<file path="config.mk">
export PLATFORM = sky130hd
export DESIGN_NAME = dcc_packet_gen
export DESIGN_NICKNAME = d
export VERILOG_FILES = /design/src/rtl/dcc_packet_gen.sv
export SDC_FILE = /design/constraint.sdc
export NUM_CORES = 1
export LEC_CHECK = 0
export ABC_CLOCK_PERIOD_IN_PS = 2070
export CAP_MARGIN = 0
export CORE_MARGIN = 5
export CORE_UTILIZATION = 52
export CTS_CLUSTER_SIZE = 40
export DETAILED_ROUTE_END_ITERATION = 7
export PLACE_DENSITY = 0.76
export SLEW_MARGIN = 20
export SYNTH_ARGS = -nofsm -noshare
export SYNTH_HDL_FRONTEND = slang
export SYNTH_SLANG_ARGS = --single-unit
</file>
<file path="constraint.sdc">
create_clock -name clk -period 2.07 [get_ports clk]
set_input_delay 0.207 -clock clk [delete_from_list [all_inputs] [get_ports clk]]
set_output_delay 0.207 -clock clk [all_outputs]
set_load 0.005 [all_outputs]
</file>
<file path="src/rtl/dcc_packet_gen.sv">
// DCC packet framer: preamble, start-separated bytes, XOR check byte, end bit.
// Single load buffer, per-packet repeat count and idle-packet fill.
module dcc_packet_gen #(
  parameter int PREAMBLE_BITS = 14,
  parameter int MAX_BYTES     = 5,
  parameter int REPEAT        = 1,
  parameter int LEN_W         = 4
) (
  input  logic                   clk,
  input  logic                   reset_n,
  input  logic [8*MAX_BYTES-1:0] pkt_data,
  input  logic [LEN_W-1:0]       pkt_len,
  input  logic                   pkt_valid,
  output logic                   pkt_ready,
  output logic                   pkt_err,
  output logic                   pkt_done,
  output logic                   busy_user,
  input  logic                   ack,
  output logic                   next_bit
);

  localparam int AB = (MAX_BYTES < 2) ? 2 : MAX_BYTES;
  localparam int AW = 8 * AB;
  localparam logic [AW-1:0] IDLE = AW'(16'h00FF);

  typedef enum logic [2:0] {
    S_PRE, S_START, S_DATA, S_ESTART, S_EDATA, S_END
  } state_t;

  state_t           state, state_nxt;
  logic             ack_d, adv;
  logic [4:0]       cnt;
  logic [7:0]       sh, err, byte_cur;
  logic [LEN_W-1:0] idx, act_len, buf_len;
  logic [AW-1:0]    act_data, buf_data;
  logic             buf_full, len_ok;
  logic             last_pre, last_bit, more;
  logic [3:0]       rep;

  assign adv       = ack & ~ack_d;
  assign pkt_ready = ~buf_full;
  assign len_ok    = (pkt_len != '0) &&
                     (pkt_len <= LEN_W'(MAX_BYTES));
  assign last_pre  = (cnt == 5'(PREAMBLE_BITS - 1));
  assign last_bit  = (cnt == 5'd7);
  assign more      = (idx != act_len);

  always_comb begin
    byte_cur = '0;
    for (int i = 0; i < AB; i++)
      if (idx == LEN_W'(i)) byte_cur = act_data[8*i +: 8];
  end

  always_comb begin
    state_nxt = state;
    unique case (state)
      S_PRE:    if (last_pre) state_nxt = S_START;
      S_START:  state_nxt = S_DATA;
      S_DATA:   if (last_bit) state_nxt = more ? S_START : S_ESTART;
      S_ESTART: state_nxt = S_EDATA;
      S_EDATA:  if (last_bit) state_nxt = S_END;
      S_END:    state_nxt = S_PRE;
      default:  state_nxt = S_PRE;
    endcase
  end

  always_ff @(posedge clk or negedge reset_n) begin
    if (!reset_n) state <= S_PRE;
    else if (adv) state <= state_nxt;
  end

  always_ff @(posedge clk or negedge reset_n) begin
    if (!reset_n) begin
      ack_d     <= 1'b0;
      cnt       <= '0;
      sh        <= '0;
      err       <= '0;
      idx       <= '0;
      next_bit  <= 1'b1;
      act_data  <= IDLE;
      act_len   <= LEN_W'(2);
      rep       <= '0;
      busy_user <= 1'b0;
      buf_full  <= 1'b0;
      buf_data  <= '0;
      buf_len   <= '0;
      pkt_err   <= 1'b0;
      pkt_done  <= 1'b0;
    end else begin
      ack_d    <= ack;
      pkt_err  <= 1'b0;
      pkt_done <= 1'b0;
      if (pkt_valid && !buf_full) begin
        if (len_ok) begin
          buf_full <= 1'b1;
          buf_data <= AW'(pkt_data);
          buf_len  <= pkt_len;
        end else begin
          pkt_err <= 1'b1;
        end
      end
      if (adv) begin
        unique case (state)
          S_PRE: begin
            if (last_pre) begin
              cnt      <= '0;
              next_bit <= 1'b0;
              sh       <= byte_cur;
              err      <= byte_cur;
              idx      <= idx + 1'b1;
            end else begin
              cnt      <= cnt + 1'b1;
              next_bit <= 1'b1;
            end
          end
          S_START, S_ESTART: begin
            cnt      <= '0;
            next_bit <= sh[7];
          end
          S_DATA: begin
            if (last_bit) begin
              cnt      <= '0;
              next_bit <= 1'b0;
              if (more) begin
                sh  <= byte_cur;
                err <= err ^ byte_cur;
                idx <= idx + 1'b1;
              end else begin
                sh <= err;
              end
            end else begin
              cnt      <= cnt + 1'b1;
              next_bit <= sh[6];
              sh       <= sh << 1;
            end
          end
          S_EDATA: begin
            if (last_bit) begin
              cnt      <= '0;
              next_bit <= 1'b1;
              idx      <= '0;
              // Next packet is chosen while the end bit is presented
              if (busy_user && rep > 4'd1) begin
                rep <= rep - 1'b1;
              end else begin
                pkt_done <= busy_user;
                if (buf_full) begin
                  act_data  <= buf_data;
                  act_len   <= buf_len;
                  rep       <= 4'(REPEAT);
                  busy_user <= 1'b1;
                  buf_full  <= 1'b0;
                end else begin
                  act_data  <= IDLE;
                  act_len   <= LEN_W'(2);
                  rep       <= '0;
                  busy_user <= 1'b0;
                end
              end
            end else begin
              cnt      <= cnt + 1'b1;
              next_bit <= sh[6];
              sh       <= sh << 1;
            end
          end
          S_END: begin
            cnt      <= '0;
            next_bit <= 1'b1;
          end
          default: begin
            cnt      <= '0;
            next_bit <= 1'b1;
          end
        endcase
      end
    end
  end

endmodule

</file>
==> impl_results.md <==
* Status: finished clean
* FMAX at 494.6 MHz
* Static Leak at 3.477 nW
* Setup crit end: sh[7]
* Fin crit period at slightly above 2 ns
* Die width at between 100 and 150 µm
* H-tree levels at 4
* Post-synth top flop: dfrtp_1
* Drt wl/cell at 18.01 µm
* Crit. Startpoint: idx[1]
* Period utilization at a little over nine tenths
* Largest net degree at the start of global routing at a little over 80
* Port buffer count at 52
* Post-route ant nets at 0
* Clk_lat worst skew at 0.41 ns
* Hold Crit Class: in2async
* Ys async rst share at 100.0%
* Clock sink count at about 130
* Fin nets at slightly above 700
* Max-cap violations at 0
* Syn nets at roughly 620
* Post-Route WL at around 15000 µm
* Reg2reg end: sh[7]
* Area of the mapped netlist at around 6000 µm²
* Global route overflow at 0
* Max Slew Vio Count at 0
* Initial Util at 52.69%
* Die area at about 14000 µm²
* WHS at about 0.22 ns
* Sequential share of the synthesized area at 52.84%
* Vias at between 4000 and 5000
* Most instantiated cells after synthesis: dfrtp_1, nand2_1, nand3_1
* Area Overhead vs Synth at 31.29%
* Number of flops mapped to enable cells by yosys at 0
* N_diodes at 0
* Count leader, synth: dfrtp_1
* Flops & latches, synth at 126
* DRC Markers at 0
* Max_slew headroom at a little under three fifths
* Count of cell types in the netlist at 62
* Setup TNS at 0 ns
* Crit. End Element: flop
* Crit Path Max Fanout at 8
* Reg2reg path depth at 7
* R2R setup slack at a little under 0.05 ns
* # setup viols final at 0
* Global-route wire length before repair at 23670 µm
* FF-to-FF Start: idx[1]
* Routability congestion estimate at just over 0.9
* Num rows at 39
* Share of the synthesized area in the top cell type at about half
* Crit Path Class: reg2reg
* PnR worst setup slack at slightly below 0.05 ns
* RSZ-0062 raised after global routing: yes
* CTS tree: built
* Root buf cell: clkbuf_16
* Initial antenna violation count at 0
* Core area at 11370 µm²
* Synth top area cells: dfrtp_1, mux2_2, dfstp_2
* 1st-pass router iterations at 5
* Yosys top cell by area: dfrtp_1
* Place WS at -0.3358 ns
* Synth Warn # at 0
* Io pins at 53
* Vias in the first global route at roughly 4800
* Die height at around 120 µm
* Worst-margin pin slew at 0.6721 ns
* Total CTS buffers at 17
* Layout cells sized above 1 at 27.27%
* Pwr/cell area at ~1200 nW/µm²
* Max IR drop VDD at roughly 0.85 mV
* CP Launch Type: flop
* Iter 0 DRT Violations at between 300 and 400
* Clock Skew at roughly 0.0057 ns
* WP data required at approximately 2.4 ns
* WP data arrival at approximately 2.4 ns
* GR Util All Layers at between 20% and 30%
* Syn Area/Cell at approximately 11 µm²
* Util after Layout at 69.18%
* Final Hold Viols at 0
* Synth Instances at between 500 and 600
* DP HPWL at between 9000 and 10000 µm
* Clock transition at path regs at ~0.050 ns
* Drt via density at 5.834
* Deepest clock path buffer count at 2
flip-flops by register name (all words and copies together) (netlist names), 5 cells and up:
name / count
sh: 8
cnt: 5
err: 8
buf_data: 40
act_data: 40
layout make-up:
class	instances	area (µm²)
Tap cell	143	178.9
Sequential cell	126	3168
Fill cell	792	3505
Clock inverter	6	83.83
Inverter	26	97.59
Timing Repair Buffer	112	1057
Clock buffer	26	499.2
Multi-Input combinational cell	375	2780
what timing repair did:
action,4_1_cts,5_1_grt
endpoints found under the hold margin,17,0
endpoints found under the setup margin,20,63
pin swaps,1,12
cloned,1,2
setup buffers,0,9
gates resized for setup,8,34
hold buffers,1,0
worst max-delay path, stage by stage, from the launching register on:
cell and delay, ns:
dfrtp_1 0.41, buf_6 0.14, ha_4 0.15, or3_4 0.44
a221oi_1 0.30, o22a_2 0.25, a221oi_1 0.09, o22ai_1 0.16
cell families (layout without fill, tap and decap cells):
kind of cell / Yosys count / in the layout / share of synthesized area [%]
simple gates: 186 / 186 / 16.44
compound gates: 129 / 130 / 15.18
flops: 126 / 126 / 52.84
buf+inv: 62 / 170 / 4.532
mux: 47 / 47 / 8.751
fa+ha+maj: 8 / 8 / 1.671
xor+xnor: 4 / 4 / 0.5847
layout by cell type, fill, tap and decap left out, types with 4 or more instances in the layout:
cell type | Yosys | final
a32oi_1 | 6 | 6
o211ai_1 | 7 | 7
dfstp_2 | 10 | 10
o21ai_0 | 20 | 19
nand3_1 | 45 | 44
inv_1 | 26 | 25
nor2_1 | 14 | 14
clkdlybuf4s50_1 | 0 | 51
a21oi_1 | 14 | 14
nor2b_1 | 6 | 6
mux2_2 | 43 | 43
xor2_1 | 4 | 4
o22ai_2 | 0 | 5
nand2_1 | 70 | 70
buf_4 | 2 | 51
clkbuf_16 | 0 | 18
dfrtp_1 | 116 | 114
clkbuf_1 | 22 | 5
mux2i_1 | 4 | 4
clkbuf_8 | 0 | 4
nor3_1 | 9 | 8
nand3b_1 | 10 | 10
a31oi_1 | 10 | 10
o31ai_1 | 7 | 7
a21o_1 | 9 | 9
o21a_1 | 9 | 9
ha_1 | 8 | 4
and2_1 | 7 | 7
buf_12 | 0 | 4
o22ai_1 | 11 | 5
a22oi_1 | 7 | 5
a221oi_2 | 0 | 6
worst min path at each step:
stage / endpoint / depth (start not counted) / from
2_1_floorplan: ack_d / 0 / reset_n
3_3_place_gp: rep[3] / 1 / reset_n
3_5_place_dp: pkt_done / 1 / reset_n
4_1_cts: cnt[1] / 2 / reset_n
5_1_grt: rep[2] / 2 / reset_n
6_report: rep[3] / 2 / reset_n
power breakdown:
part           switching, mW  total, mW  internal (mW)
logic                   1.70       3.35           1.65
registers              0.416       3.46           3.04
clock network           1.03       2.92           1.90
total                   3.14       9.73           6.59
stage by stage:
stage | area (µm²) | instances | power [mW]
after CTS | 7595 | 803 | 9.445
final | 7865 | 814 | 9.730
after floorplan | 5991 | 562 | 5.212
after detailed placement | 6942 | 769 | 6.396
after global placement | 6942 | 769 | 6.254
after global routing | 7865 | 814 | 10.22
routing by layer:
metal / track usage, % / routed length, µm / vias to the layer above
met5: 0 / 0 / -
met4: 9.355 / 306 / 0
met3: 5.823 / 765 / 21
met2: 33.10 / 7231 / 144
met1: 27.30 / 6357 / 2363
li1: - / - / 2221
No activity file was read; power rests on OpenSTA's default activity.
